<file path="config.mk">
export PLATFORM = sky130hd
export DESIGN_NAME = uart_wrapper
export DESIGN_NICKNAME = d
export VERILOG_FILES = /design/src/rtl/quad_pkg.sv /design/src/rtl/uart_trx.sv /design/src/rtl/uart_wrapper.sv
export SDC_FILE = /design/constraint.sdc
export NUM_CORES = 1
export LEC_CHECK = 0
export ABC_AREA = 1
export CAP_MARGIN = 20
export CORE_MARGIN = 2
export CORE_UTILIZATION = 59
export DETAILED_ROUTE_END_ITERATION = 8
export GPL_TIMING_DRIVEN = 0
export PLACE_DENSITY = 0.8
export SETUP_SLACK_MARGIN = 0.02
export SLEW_MARGIN = 10
export SYNTH_ARGS = -nofsm -noshare
export SYNTH_HDL_FRONTEND = slang
export SYNTH_SLANG_ARGS = --single-unit
</file>
<file path="constraint.sdc">
create_clock -name clk -period 2.1 [get_ports clk]
set_input_delay 0.42 -clock clk [delete_from_list [all_inputs] [get_ports clk]]
set_output_delay 0.42 -clock clk [all_outputs]
set_load 0.01 [all_outputs]
</file>
<file path="src/rtl/quad_pkg.sv">
// Shared types for the UART command wrapper: framer, RX and TX state
// encodings and the command frame length.
package quad_pkg;

  localparam int FRAME_LEN = 3;

  typedef enum logic [1:0] {
    BYTE1 = 2'd0,
    BYTE2 = 2'd1,
    BYTE3 = 2'd2
  } frame_state_e;

  typedef enum logic [1:0] {
    RX_IDLE = 2'd0,
    RX_DATA = 2'd1,
    RX_STOP = 2'd2
  } rx_state_e;

  typedef enum logic [1:0] {
    TX_IDLE  = 2'd0,
    TX_START = 2'd1,
    TX_DATA  = 2'd2,
    TX_STOP  = 2'd3
  } tx_state_e;

endpackage

</file>
<file path="src/rtl/uart_trx.sv">
// UART byte engine: RX synchronizer and deserializer, TX serializer.
// RX and TX run independently (full duplex).
module uart_trx #(
  parameter int BAUD_DIV = 2604
) (
  input  logic       clk,
  input  logic       rst_n,
  input  logic       rx_i,
  output logic       tx_o,
  output logic [7:0] rx_byte_o,
  output logic       rx_vld_o,
  output logic       rx_ferr_o,
  input  logic       tx_start_i,
  input  logic [7:0] tx_byte_i,
  output logic       tx_busy_o,
  output logic       tx_done_o
);
  import quad_pkg::*;

  localparam int CNT_W = $clog2(BAUD_DIV * 3 / 2 + 1);
  // First data sample lands in the middle of bit 0, 1.5 bit times after the start edge.
  localparam logic [CNT_W-1:0] HALF_LOAD = CNT_W'(BAUD_DIV * 3 / 2 - 1);
  localparam logic [CNT_W-1:0] BIT_LOAD  = CNT_W'(BAUD_DIV - 1);

  logic rx_meta_q, rx_sync_q, rx_prev_q;

  rx_state_e        rx_state_q, rx_state_d;
  logic [CNT_W-1:0] rx_cnt_q, rx_cnt_d;
  logic [2:0]       rx_idx_q, rx_idx_d;
  logic [7:0]       rx_sh_q, rx_sh_d;
  logic             rx_vld_q, rx_vld_d;
  logic             rx_ferr_q, rx_ferr_d;

  tx_state_e        tx_state_q, tx_state_d;
  logic [CNT_W-1:0] tx_cnt_q, tx_cnt_d;
  logic [2:0]       tx_idx_q, tx_idx_d;
  logic [7:0]       tx_sh_q, tx_sh_d;
  logic             tx_q, tx_d;
  logic             tx_done_q, tx_done_d;

  // Two-flop synchronizer for the asynchronous RX line plus a delayed copy for edge detection.
  always_ff @(posedge clk or negedge rst_n) begin
    if (!rst_n) begin
      rx_meta_q <= 1'b1;
      rx_sync_q <= 1'b1;
      rx_prev_q <= 1'b1;
    end else begin
      rx_meta_q <= rx_i;
      rx_sync_q <= rx_meta_q;
      rx_prev_q <= rx_sync_q;
    end
  end

  // RX next state: start on a synchronized falling edge, sample mid-bit, check stop bit.
  always_comb begin
    rx_state_d = rx_state_q;
    rx_cnt_d   = rx_cnt_q;
    rx_idx_d   = rx_idx_q;
    rx_sh_d    = rx_sh_q;
    rx_vld_d   = 1'b0;
    rx_ferr_d  = 1'b0;
    case (rx_state_q)
      RX_IDLE: begin
        if (rx_prev_q && !rx_sync_q) begin
          rx_state_d = RX_DATA;
          rx_cnt_d   = HALF_LOAD;
          rx_idx_d   = 3'd0;
        end
      end
      RX_DATA: begin
        if (rx_cnt_q == '0) begin
          rx_sh_d  = {rx_sync_q, rx_sh_q[7:1]};
          rx_cnt_d = BIT_LOAD;
          if (rx_idx_q == 3'd7) rx_state_d = RX_STOP;
          else                  rx_idx_d   = rx_idx_q + 3'd1;
        end else begin
          rx_cnt_d = rx_cnt_q - CNT_W'(1);
        end
      end
      RX_STOP: begin
        if (rx_cnt_q == '0) begin
          rx_state_d = RX_IDLE;
          if (rx_sync_q) rx_vld_d  = 1'b1;
          else           rx_ferr_d = 1'b1;
        end else begin
          rx_cnt_d = rx_cnt_q - CNT_W'(1);
        end
      end
      default: rx_state_d = RX_IDLE;
    endcase
  end

  // RX state register.
  always_ff @(posedge clk or negedge rst_n) begin
    if (!rst_n) begin
      rx_state_q <= RX_IDLE;
      rx_cnt_q   <= '0;
      rx_idx_q   <= 3'd0;
      rx_sh_q    <= 8'h00;
      rx_vld_q   <= 1'b0;
      rx_ferr_q  <= 1'b0;
    end else begin
      rx_state_q <= rx_state_d;
      rx_cnt_q   <= rx_cnt_d;
      rx_idx_q   <= rx_idx_d;
      rx_sh_q    <= rx_sh_d;
      rx_vld_q   <= rx_vld_d;
      rx_ferr_q  <= rx_ferr_d;
    end
  end

  // TX next state: start, 8 data bits LSB first, stop; line value registered from the next state.
  always_comb begin
    tx_state_d = tx_state_q;
    tx_cnt_d   = tx_cnt_q;
    tx_idx_d   = tx_idx_q;
    tx_sh_d    = tx_sh_q;
    tx_done_d  = 1'b0;
    case (tx_state_q)
      TX_IDLE: begin
        if (tx_start_i) begin
          tx_state_d = TX_START;
          tx_cnt_d   = BIT_LOAD;
          tx_idx_d   = 3'd0;
          tx_sh_d    = tx_byte_i;
        end
      end
      TX_START: begin
        if (tx_cnt_q == '0) begin
          tx_state_d = TX_DATA;
          tx_cnt_d   = BIT_LOAD;
        end else begin
          tx_cnt_d = tx_cnt_q - CNT_W'(1);
        end
      end
      TX_DATA: begin
        if (tx_cnt_q == '0) begin
          tx_cnt_d = BIT_LOAD;
          tx_sh_d  = {1'b1, tx_sh_q[7:1]};
          if (tx_idx_q == 3'd7) tx_state_d = TX_STOP;
          else                  tx_idx_d   = tx_idx_q + 3'd1;
        end else begin
          tx_cnt_d = tx_cnt_q - CNT_W'(1);
        end
      end
      TX_STOP: begin
        if (tx_cnt_q == '0) begin
          tx_state_d = TX_IDLE;
          tx_done_d  = 1'b1;
        end else begin
          tx_cnt_d = tx_cnt_q - CNT_W'(1);
        end
      end
      default: tx_state_d = TX_IDLE;
    endcase
    tx_d = 1'b1;
    case (tx_state_d)
      TX_START: tx_d = 1'b0;
      TX_DATA:  tx_d = tx_sh_d[0];
      default:  tx_d = 1'b1;
    endcase
  end

  // TX state register; the line idles high.
  always_ff @(posedge clk or negedge rst_n) begin
    if (!rst_n) begin
      tx_state_q <= TX_IDLE;
      tx_cnt_q   <= '0;
      tx_idx_q   <= 3'd0;
      tx_sh_q    <= 8'h00;
      tx_q       <= 1'b1;
      tx_done_q  <= 1'b0;
    end else begin
      tx_state_q <= tx_state_d;
      tx_cnt_q   <= tx_cnt_d;
      tx_idx_q   <= tx_idx_d;
      tx_sh_q    <= tx_sh_d;
      tx_q       <= tx_d;
      tx_done_q  <= tx_done_d;
    end
  end

  assign tx_o      = tx_q;
  assign rx_byte_o = rx_sh_q;
  assign rx_vld_o  = rx_vld_q;
  assign rx_ferr_o = rx_ferr_q;
  assign tx_busy_o = (tx_state_q != TX_IDLE);
  assign tx_done_o = tx_done_q;

endmodule

</file>
<file path="src/rtl/uart_wrapper.sv">
// UART command wrapper: assembles 3-byte commands from RX with an
// inter-byte timeout, and transmits response bytes with one pending slot.
module uart_wrapper #(
  parameter int BAUD_DIV = 2604,
  parameter int FAST_SIM = 1
) (
  input  logic        clk,
  input  logic        rst_n,
  input  logic        RX,
  output logic        TX,
  input  logic        clr_cmd_rdy,
  output logic        cmd_rdy,
  output logic [7:0]  cmd,
  output logic [15:0] data,
  input  logic        send_resp,
  input  logic [7:0]  resp,
  output logic        resp_sent
);
  import quad_pkg::*;

  localparam int TO_W = (FAST_SIM != 0) ? 10 : 20;

  logic [7:0] rx_byte;
  logic       rx_vld, rx_ferr;
  logic       tx_start, tx_busy, tx_done;
  logic [7:0] tx_byte;

  frame_state_e    frm_q, frm_d;
  logic [TO_W-1:0] to_q, to_d;
  logic [7:0]      cmd_q, cmd_d;
  logic [15:0]     data_q, data_d;
  logic            cmd_rdy_q, cmd_rdy_d;
  logic            pend_q, pend_d;
  logic [7:0]      pend_byte_q, pend_byte_d;

  uart_trx #(
    .BAUD_DIV(BAUD_DIV)
  ) u_trx (
    .clk       (clk),
    .rst_n     (rst_n),
    .rx_i      (RX),
    .tx_o      (TX),
    .rx_byte_o (rx_byte),
    .rx_vld_o  (rx_vld),
    .rx_ferr_o (rx_ferr),
    .tx_start_i(tx_start),
    .tx_byte_i (tx_byte),
    .tx_busy_o (tx_busy),
    .tx_done_o (tx_done)
  );

  // Framer next state: one step per good byte; framing error or timeout restarts at BYTE1.
  always_comb begin
    frm_d     = frm_q;
    to_d      = to_q;
    cmd_d     = cmd_q;
    data_d    = data_q;
    cmd_rdy_d = cmd_rdy_q;
    if (frm_q != BYTE1) to_d = to_q + TO_W'(1);
    if (clr_cmd_rdy) cmd_rdy_d = 1'b0;
    if (rx_vld) begin
      to_d = '0;
      case (frm_q)
        BYTE1: begin
          cmd_d     = rx_byte;
          cmd_rdy_d = 1'b0;
          frm_d     = BYTE2;
        end
        BYTE2: begin
          data_d[15:8] = rx_byte;
          frm_d        = BYTE3;
        end
        BYTE3: begin
          // Completion overrides a coincident clear.
          data_d[7:0] = rx_byte;
          cmd_rdy_d   = 1'b1;
          frm_d       = BYTE1;
        end
        default: frm_d = BYTE1;
      endcase
    end else if (rx_ferr) begin
      frm_d = BYTE1;
      to_d  = '0;
    end else if ((frm_q != BYTE1) && (to_q == '1)) begin
      frm_d = BYTE1;
      to_d  = '0;
    end
  end

  // Framer registers.
  always_ff @(posedge clk or negedge rst_n) begin
    if (!rst_n) begin
      frm_q     <= BYTE1;
      to_q      <= '0;
      cmd_q     <= 8'h00;
      data_q    <= 16'h0000;
      cmd_rdy_q <= 1'b0;
    end else begin
      frm_q     <= frm_d;
      to_q      <= to_d;
      cmd_q     <= cmd_d;
      data_q    <= data_d;
      cmd_rdy_q <= cmd_rdy_d;
    end
  end

  // Response launch: direct when TX is idle, otherwise one pending request launched once TX frees.
  always_comb begin
    tx_start    = 1'b0;
    tx_byte     = resp;
    pend_d      = pend_q;
    pend_byte_d = pend_byte_q;
    if (pend_q) begin
      if (!tx_busy) begin
        tx_start = 1'b1;
        tx_byte  = pend_byte_q;
        pend_d   = 1'b0;
      end
    end else if (send_resp) begin
      if (!tx_busy) begin
        tx_start = 1'b1;
      end else begin
        pend_d      = 1'b1;
        pend_byte_d = resp;
      end
    end
  end

  // Pending-response registers.
  always_ff @(posedge clk or negedge rst_n) begin
    if (!rst_n) begin
      pend_q      <= 1'b0;
      pend_byte_q <= 8'h00;
    end else begin
      pend_q      <= pend_d;
      pend_byte_q <= pend_byte_d;
    end
  end

  assign cmd_rdy   = cmd_rdy_q;
  assign cmd       = cmd_q;
  assign data      = data_q;
  assign resp_sent = tx_done;

endmodule

</file>
==> results.py, run 1 <==
metrics = {
    "timing": {
        "clock-skew-final_ns": 0.0109,
        "drv_slew": 0,
        "tightest_slew_ns": 0.511,
        "tns_ns": 0,
        "post-route-period-util_pct": 89.7,
        "finalHoldViolCount": 0,
        "rsz0062_at_grt": "false",
        "setup_ws_ns": 0.216,
        "slew_headroom_pct": 65.9,
        "post-route-min-period_ns": 1.88,
        "finalSetupViolations": 0,
        "fmax_mhz": 531,
    },
    "drt": {
        "routed_wl_um": 10600,
        "drt_iter0_drc": 220,
        "detail-route-antenna-nets": 0,
        "drc_errors": 0,
        "viasPerCell": 5.35,
        "wire_per_inst_um": 13.3,
        "route.vias.total": 4279,
        "first_pass_iters": 4,
    },
    "logic_synthesis": {
        "ys_seq_area_share_pct": 48.7,
        "synth_most_common_cell": "nand2_1",
        "synth_mux_area_share_pct": 0.613,
        "synth_xor_xnor_area_share_pct": 1.49,
        "synth-edff-count": 0,
        "synthSimpleGateAreaFrac_pct": 26.4,
        "syn_avg_cell_area_um2": 8.34,
        "ys_types": 44,
        "synth_area_leader_cell": "dfrtp_1",
        "synthArstFlopShare_pct": 100,
        "synthFlopType": "dfrtp_1",
        "yosys_warnings": 0,
        "synth_adder_area_share_pct": 3.78,
        "yosysTopAreaCellShare_pct": 46.7,
        "ys_seq_elements": 103,
        "synth_area_um2": 5300,
        "syn_inst": 636,
        "synth_common_cells": "153 x nand2_1, 99 x dfrtp_1, 68 x inv_1, 62 x nor2_1, 51 x o21ai_0",
        "synth_nets": 665,
        "synthTopCellsByArea": "dfrtp_1 47%, nand2_1 11%, o21ai_0 4.8%",
        "synth_top_family_by_area": "simple AND/OR/NAND/NOR gates",
        "synth-compound-area-share_pct": 11.8,
    },
    "layout": {
        "drive_gt1_share_pct": 11.0,
        "fillers": 706,
        "final_util_pct": 69.2,
        "areaGrowthSynthToFinish_pct": 13.8,
        "register_area_um2": 2580,
        "nets": 716,
        "multi_input_area_um2": 2330,
        "n_antenna_cell": 0,
    },
    "critical_path": {
        "crit_type": "reg -> reg",
        "cp-endpoint": "u_trx.tx_idx_q[0]$_DFFE_PN0P_",
        "startpoint": "u_trx.tx_state_q[1]$_DFF_PN0_",
        "r2r_cells": 12,
        "reg2reg_slack_ns": 0.22,
        "timing.rr.start": "u_trx.tx_state_q[1]$_DFF_PN0_",
        "critPathCaptureType": "register",
        "reg2reg_to": "u_trx.tx_idx_q[0]$_DFFE_PN0P_",
        "crit_path_start_kind": "register",
        "cp_max_fo": 10,
        "crit_arrival_ns": 2.13,
        "crit_required_ns": 2.34,
    },
    "clock_network": {
        "h-tree-depth": 3,
        "path_clk_slew_ns": 0.10,
        "clock_sinks": 103,
        "clk_path_buf_depth": 2,
        "ctsHoldBuffers": 0,
        "cts_resized": 0,
        "clock-root-buffer": "clkbuf_8",
        "cts_tree": "yes",
        "cts_setup_buffers": 0,
        "clock_latency_ns": 0.37,
        "cts_buffers": 9,
    },
    "die": {
        "start_util_pct": 60.8,
        "die_y_um": 98.8,
        "fp.dieArea_um2": 9760,
        "row_count": 34,
        "die_x_um": 98.8,
        "num_io_pins": 40,
        "core_um2": 8720,
    },
    "power_and_ir_drop": {
        "p_leak_nw": 2.89,
        "p_total_mw": 4.48,
        "power_density_nw_per_um2": 742,
        "ir_drop_uv": 605,
    },
    "hold_path": {
        "min_path_type": "in -> async",
    },
    "place": {
        "dpl.hpwl_um": 7730,
        "io_buffers": 39,
        "gp_congestion": 0.830,
        "place_ws_ns": 0.131,
    },
    "global_route": {
        "antenna_found_initial": 0,
        "grt_max_degree": 67,
        "first_global_vias": 4146,
        "grt_overflow": 0,
        "grt_pass1_wl_um": 18800,
        "grtUsageTotal_pct": 23.4,
    },
    "run": {
        "maxCapViolations": 0,
    },
    "status": {
        "outcome": "completed",
    },
}
==> stage by stage <==
step                std cells  cell area [um^2]  hold WS, ns
floorplan                 636              5300        0.124
global placement          783              5830        0.347
detailed placement        784              5850        0.347
CTS                       800              6040       0.0249
global route              800              6040       0.0375
finish                    800              6040       0.0134
==> cell type report <==
| type | count | share of cell area [%] |
|---|---|---|
| buffer | 13 | 1.24 |
| clock buffer | 11 | 2.34 |
| clock inverter | 5 | 0.684 |
| inverter | 78 | 5.18 |
| multi-input combinational | 442 | 38.6 |
| sequential | 103 | 42.8 |
| tap | 108 | 2.24 |
| timing repair buffer | 40 | 6.88 |
==> logic make-up (layout without fill, tap and decap cells) <==
family / after synthesis / after routing
AOI/OAI and AO/OA: 108 / 108
xor gates and xnor gates: 9 / 9
adders and majority gates: 16 / 16
buffers and inverters: 91 / 147
DFF: 103 / 103
muxes: 3 / 3
and+or+nand+nor: 306 / 306
==> worst min path at each step <==
stage	from	endpoint	slack, ns	cells past startpoint
floorplan	rst_n	cmd[0]$_DFFE_PN0P_	0.12	0
global placement	u_trx.rx_meta_q$_DFF_PN1_	u_trx.rx_sync_q$_DFF_PN1_	0.35	0
detailed placement	u_trx.rx_meta_q$_DFF_PN1_	u_trx.rx_sync_q$_DFF_PN1_	0.35	0
CTS	rst_n	pend_byte_q[1]$_DFFE_PN0P_	0.02	1
global route	rst_n	pend_byte_q[1]$_DFFE_PN0P_	0.04	1
finish	rst_n	u_trx.tx_cnt_q[8]$_DFFE_PN0P_	0.01	1
==> cell usage in the layout, fill, tap and decap left out, types with 3 or more instances in the layout <==
cell type | Yosys | routed
dfrtp_1 | 99 | 99
inv_1 | 68 | 68
nor2_1 | 62 | 62
o21ai_1 | 3 | 3
o211ai_1 | 9 | 9
nor2_2 | 16 | 16
buf_2 | 3 | 3
o21ai_0 | 51 | 51
nand4_1 | 6 | 6
dfstp_2 | 4 | 4
inv_2 | 5 | 5
inv_6 | 2 | 3
a21oi_1 | 20 | 20
o22ai_1 | 3 | 3
clkbuf_1 | 7 | 8
nand2_2 | 5 | 5
nand3_1 | 43 | 43
a22oi_1 | 4 | 4
nand2_1 | 153 | 153
a21boi_0 | 5 | 5
a31oi_1 | 9 | 9
clkdlybuf4s50_1 | 0 | 38
ha_1 | 16 | 16
nand2_4 | 4 | 4
nor2_4 | 4 | 4
clkbuf_8 | 0 | 10
nor3_1 | 5 | 5
xor2_1 | 8 | 8
clkinv_4 | 1 | 3
==> metal layers <==
layer | track usage [%] | wire [um] | part of all wire [%] | vias up
li1 | - | - | - | 2152
met5 | 0 | 0 | 0 | -
met4 | 5.16 | 87 | 0.82 | 0
met2 | 38.6 | 5230 | 49 | 60
met3 | 4.75 | 351 | 3.3 | 9
met1 | 32.3 | 4980 | 47 | 2058
==> where the power goes <==
part | internal, mW | switching [mW] | total [mW]
Combinational | 0.380 | 0.688 | 1.07
Sequential | 2.13 | 0.109 | 2.24
Clock | 0.473 | 0.696 | 1.17
Total | 2.99 | 1.49 | 4.48
==> worst max-delay path: stages (launching register included) <==
cell	delay (ns)
dfrtp_1	0.44
inv_1	0.13
ha_1	0.16
buf_4	0.17
inv_4	0.07
nor2_8	0.18
nor2_2	0.08
nor2_2	0.09
nand2_2	0.09
clkinv_4	0.08
nand2_1	0.11
nand2_1	0.07
o21ai_0	0.08
==> state kept, by name (all words and copies together) (netlist names), 2 cells and up <==
register,cells
cmd,8
data,16
frm_q,2
pend_byte_q,8
to_q,10
u_trx.rx_byte_o,8
u_trx.rx_cnt_q,12
u_trx.rx_idx_q,3
u_trx.rx_state_q,2
u_trx.tx_cnt_q,12
u_trx.tx_idx_q,3
u_trx.tx_sh_q,8
u_trx.tx_state_q,2
No activity file was read; power rests on OpenSTA's default activity.
==> run 2: changes to the inputs <==
- REMOVE_ABC_BUFFERS: not set -> 1
==> results.py, run 2 (synthesis gave the netlist of run 1 again) <==
metrics = {
    "status": {
        "outcome": "completed",
    },
    "clock_network": {
        "h-tree-depth": 3,
        "clock_sinks": 103,
        "clk_path_buf_depth": 2,
        "path_clk_slew_ns": 0.09,
        "clock-root-buffer": "clkbuf_8",
        "cts_tree": "yes",
        "cts_buffers": 9,
        "clock_latency_ns": 0.36,
    },
    "critical_path": {
        "crit_required_ns": 2.38,
        "crit_path_start_kind": "register",
        "critPathCaptureType": "register",
        "crit_type": "reg -> reg",
        "cp_max_fo": 9,
        "crit_arrival_ns": 2.15,
    },
    "drt": {
        "drc_errors": 0,
        "viasPerCell": 5.42,
        "drt_iter0_drc": 188,
        "first_pass_iters": 4,
        "routed_wl_um": 10300,
        "wire_per_inst_um": 13.1,
        "route.vias.total": 4279,
        "detail-route-antenna-nets": 0,
    },
    "power_and_ir_drop": {
        "p_total_mw": 4.49,
        "p_switching_mw": 1.51,
        "power.internal_mw": 2.98,
        "power_density_nw_per_um2": 746,
        "ir_drop_uv": 788,
        "p_clk_share_pct": 25.8,
        "p_leak_nw": 2.87,
        "power_frac_seq_pct": 50.0,
        "combPwrFrac_pct": 24.1,
        "sw_frac_of_total_pct": 33.6,
    },
    "timing": {
        "finalSetupViolations": 0,
        "drv_slew": 0,
        "finalHoldViolCount": 0,
        "slew_headroom_pct": 41.7,
        "post-route-period-util_pct": 89.2,
        "rsz0062_at_grt": "false",
        "clock-skew-final_ns": 0.00476,
        "holdWs_ns": 0.375,
        "post-route-min-period_ns": 1.87,
        "setup_ws_ns": 0.227,
        "tightest_slew_ns": 0.872,
        "fmax_mhz": 534,
    },
    "layout": {
        "layout_commonest_cell": "nand2_1",
        "finalInstanceArea_um2": 6010,
        "nets": 706,
        "drive_gt1_share_pct": 11.1,
        "n_antenna_cell": 0,
        "areaGrowthSynthToFinish_pct": 13.4,
        "final_cell_mix": "153 x nand2_1, 99 x dfrtp_1, 68 x inv_1",
        "largest_reg_flops": 16,
    },
    "place": {
        "dpl_cell_area_um2": 5780,
        "place_ws_ns": -0.330,
        "dpl.hpwl_um": 7250,
        "io_buffers": 39,
        "gp_congestion": 0.896,
    },
    "die": {
        "die_y_um": 98.8,
        "num_io_pins": 40,
        "fp.dieArea_um2": 9760,
        "core_um2": 8720,
        "start_util_pct": 60.8,
        "row_count": 34,
        "die_x_um": 98.8,
    },
    "global_route": {
        "grtUsageTotal_pct": 22.0,
        "antenna_found_initial": 0,
        "grt_max_degree": 85,
        "grt_pass1_wl_um": 18000,
        "first_global_vias": 4046,
        "grt_overflow": 0,
    },
    "run": {
        "maxCapViolations": 0,
    },
    "hold_path": {
        "min_path_type": "reg -> reg",
    },
}
-- run 2: final cells by class --
cell class | instances | area (um^2)
tap | 108 | 135
sequential | 103 | 2580
inverter | 78 | 313
clock buffer | 11 | 141
fill | 695 | 2710
clock inverter | 5 | 42.5
timing repair buffer | 43 | 444
multi-input combinational | 442 | 2350
-- run 2: through the flow --
step / TNS, ns / utilization [%] / cells
2_1_floorplan: 0 / - / 623
3_3_place_gp: -329.41 / 66.0 / 770
3_5_place_dp: -5.14 / 66.3 / 771
4_1_cts: 0 / 68.7 / 788
5_1_grt: 0 / 69.0 / 790
6_report: 0 / 69.0 / 790
-- run 2: path summary, 6_finish.rpt --
path / start / end / slack (ns) / depth (start not counted)
max: u_trx.rx_state_q[1]$_DFFE_PN0P_ / u_trx.rx_cnt_q[5]$_DFFE_PN0P_ / 0.23 / 10
min: u_trx.rx_meta_q$_DFF_PN1_ / u_trx.rx_sync_q$_DFF_PN1_ / 0.37 / 0
max reg2reg: u_trx.rx_state_q[1]$_DFFE_PN0P_ / u_trx.rx_cnt_q[5]$_DFFE_PN0P_ / 0.23 / 10
min reg2reg: u_trx.rx_meta_q$_DFF_PN1_ / u_trx.rx_sync_q$_DFF_PN1_ / 0.37 / 0
max in group asynchronous: rst_n / u_trx.rx_prev_q$_DFF_PN1_ / 0.96 / 3
min in group asynchronous: rst_n / pend_byte_q[1]$_DFFE_PN0P_ / 0.46 / 2
-- run 2: metal layers --
metal	vias up	part of all wire (%)	track usage, %
met1	2056	46	30.4
met2	80	50	36.6
li1	2134	-	-
met3	9	3.3	4.04
met4	0	0.81	4.85
met5	-	0	0
-- run 2: worst max-delay path: stages (launching register included) --
cell,delay [ns]
dfrtp_1,0.42
inv_1,0.10
ha_2,0.32
nor2_1,0.10
inv_2,0.11
o21ai_0,0.09
inv_1,0.10
nand2_4,0.11
nor2_4,0.24
nand3_1,0.11
o21ai_0,0.09
-- run 2: power groups by stage --
stage	registers (mW)	clock network (mW)	logic [mW]
final	2.24	1.16	1.08
after global routing	2.27	1.26	1.22
after CTS	2.24	1.19	1.07
after detailed placement	2.28	0	1.06
after global placement	2.27	0	1.00
after floorplan	2.26	0	0.806
-- run 2: repair_timing --
action / 4_1_cts / 5_1_grt
cloned: 0 / 0
resized for setup: 2 / 3
setup buffers: 0 / 2
hold buffers: 1 / 0
endpoints found under the hold margin: 18 / 0
endpoints found under the setup margin: 25 / 21
pin swaps: 0 / 1
==> run 3: changes to the inputs <==
- CORE_UTILIZATION: 59 -> 60
- CTS_BUF_LIST: not set -> sky130_fd_sc_hd__clkbuf_8
- PLACE_DENSITY: 0.8 -> 0.82
==> results.py, run 3 (synthesis gave the netlist of run 1 again) <==
metrics = {
    "critical_path": {
        "crit_required_ns": 2.36,
        "cp_max_fo": 16,
        "crit_type": "reg -> reg",
        "crit_arrival_ns": 2.17,
        "critPathCaptureType": "register",
        "timing.rr.start": "u_trx.tx_state_q[1]$_DFF_PN0_",
        "startpoint": "u_trx.tx_state_q[1]$_DFF_PN0_",
        "crit_path_start_kind": "register",
    },
    "place": {
        "dpl_cell_area_um2": 5780,
        "gp_congestion": 0.845,
        "dpl.hpwl_um": 7400,
        "io_buffers": 39,
    },
    "drt": {
        "viasPerCell": 5.37,
        "first_pass_iters": 4,
        "drt_iter0_drc": 169,
        "detail-route-antenna-nets": 0,
        "drc_errors": 0,
        "route.vias.total": 4236,
        "routed_wl_um": 10500,
        "wire_per_inst_um": 13.4,
    },
    "clock_network": {
        "clock-root-buffer": "clkbuf_8",
        "path_clk_slew_ns": 0.12,
        "ctsHoldBuffers": 0,
        "clock_sinks": 103,
        "cts_buffers": 9,
        "clk_path_buf_depth": 2,
        "cts_tree": "yes",
        "h-tree-depth": 3,
        "clock_latency_ns": 0.39,
    },
    "layout": {
        "fillers": 679,
        "register_area_um2": 2580,
        "finalInstanceArea_um2": 6010,
        "layout_commonest_cell": "nand2_1",
        "final_cell_mix": "153 x nand2_1, 99 x dfrtp_1, 68 x inv_1",
        "n_antenna_cell": 0,
        "largest_reg_flops": 16,
        "multi_input_area_um2": 2350,
        "areaGrowthSynthToFinish_pct": 13.4,
        "nets": 705,
        "drive_gt1_share_pct": 11.3,
    },
    "timing": {
        "fmax_mhz": 522,
        "clock-skew-final_ns": 0.0227,
        "post-route-min-period_ns": 1.91,
        "drv_slew": 0,
        "slew_headroom_pct": 40.2,
        "finalSetupViolations": 0,
        "holdWs_ns": -0.0181,
        "finalHoldViolCount": 16,
        "tightest_slew_ns": 0.894,
        "rsz0062_at_grt": "false",
        "post-route-period-util_pct": 91.2,
    },
    "global_route": {
        "grt_max_degree": 67,
        "grt_pass1_wl_um": 18900,
        "grt_overflow": 0,
        "first_global_vias": 4139,
        "grtUsageTotal_pct": 23.8,
        "antenna_found_initial": 0,
    },
    "die": {
        "num_io_pins": 40,
        "row_count": 34,
        "start_util_pct": 61.4,
        "die_x_um": 98.0,
        "fp.dieArea_um2": 9610,
        "die_y_um": 98.0,
        "core_um2": 8640,
    },
    "run": {
        "maxCapViolations": 0,
    },
    "status": {
        "outcome": "complete, but fails checks",
        "violations": "negative hold slack",
    },
    "power_and_ir_drop": {
        "power_density_nw_per_um2": 760,
        "p_leak_nw": 2.88,
        "ir_drop_uv": 816,
        "p_total_mw": 4.57,
    },
    "hold_path": {
        "min_path_type": "in -> async",
    },
}
run 3: cell count changes in the layout (fill, tap and decap cells not counted), sizes merged:
cell / change
dlygate4sd3: -1
clkinvlp: -2
inv: +3
clkinv: +1
clkbuf: -2
run 3: report_power, final:
group	switching [mW]	leakage (nW)	total (mW)	internal (mW)
Combinational	0.702	1.45	1.07	0.370
Sequential	0.110	1.33	2.24	2.13
Clock	0.781	0.0985	1.25	0.472
Total	1.59	2.88	4.57	2.98
run 3: cell type report:
| type | instances | share of cell area [%] |
|---|---|---|
| repair buffers | 42 | 7.16 |
| multi-input cells | 442 | 39.2 |
| well taps | 108 | 2.25 |
| inverters | 78 | 5.20 |
| clock inverters | 7 | 1.25 |
| flip-flops and latches | 103 | 42.9 |
| clock buffers | 9 | 2.06 |
run 3: final timing paths:
kind | endpoint | slack (ns) | cells after the start
setup / recovery | u_trx.tx_idx_q[0]$_DFFE_PN0P_ | 0.19 | 11
hold / removal | pend_byte_q[0]$_DFFE_PN0P_ | -0.02 | 1
setup reg to reg | u_trx.tx_idx_q[0]$_DFFE_PN0P_ | 0.19 | 11
hold reg to reg | u_trx.rx_sync_q$_DFF_PN1_ | 0.36 | 0
max in group asynchronous | u_trx.tx_o$_DFF_PN1_ | 1.37 | 2
min in group clk | u_trx.rx_sync_q$_DFF_PN1_ | 0.36 | 0
run 3: timing repair:
action	4_1_cts	5_1_grt
resized for setup	2	3
hold endpoints to repair	0	0
pin swaps	0	0
buffers inserted	2	0
endpoints found under the setup margin	24	17
run 3: per-stage QoR:
stage                     utilization [%]  hold slack (ns)  instances  worst slack, ns  setup TNS (ns)
after floorplan                         -            0.124        623            0.149               0
after global placement               66.6            0.356        770            -3.18         -324.96
after detailed placement             66.9            0.356        771           -0.407           -5.04
after CTS                            69.5         0.000168        789           0.0262               0
after global routing                 69.6           0.0208        789           0.0386               0
final                                69.6          -0.0181        789            0.185               0
run 3: routing by layer:
metal | vias up | share of wire, % | global-route usage [%]
li1 | 2137 | - | -
met1 | 2007 | 45 | 32.7
met2 | 83 | 50 | 38.3
met3 | 9 | 4.0 | 4.80
met4 | 0 | 0.99 | 8.23
met5 | - | 0 | 0
run 3: worst max-delay path: stages (launching register included):
cell and delay (ns):
dfrtp_1 0.45, inv_1 0.17, ha_4 0.18, inv_4 0.09, nor2_8 0.20, nor2_2 0.08, nor2_2 0.10, nand2_2 0.09
clkinv_4 0.12, nand2_1 0.14, nand2_1 0.10, o21ai_0 0.09
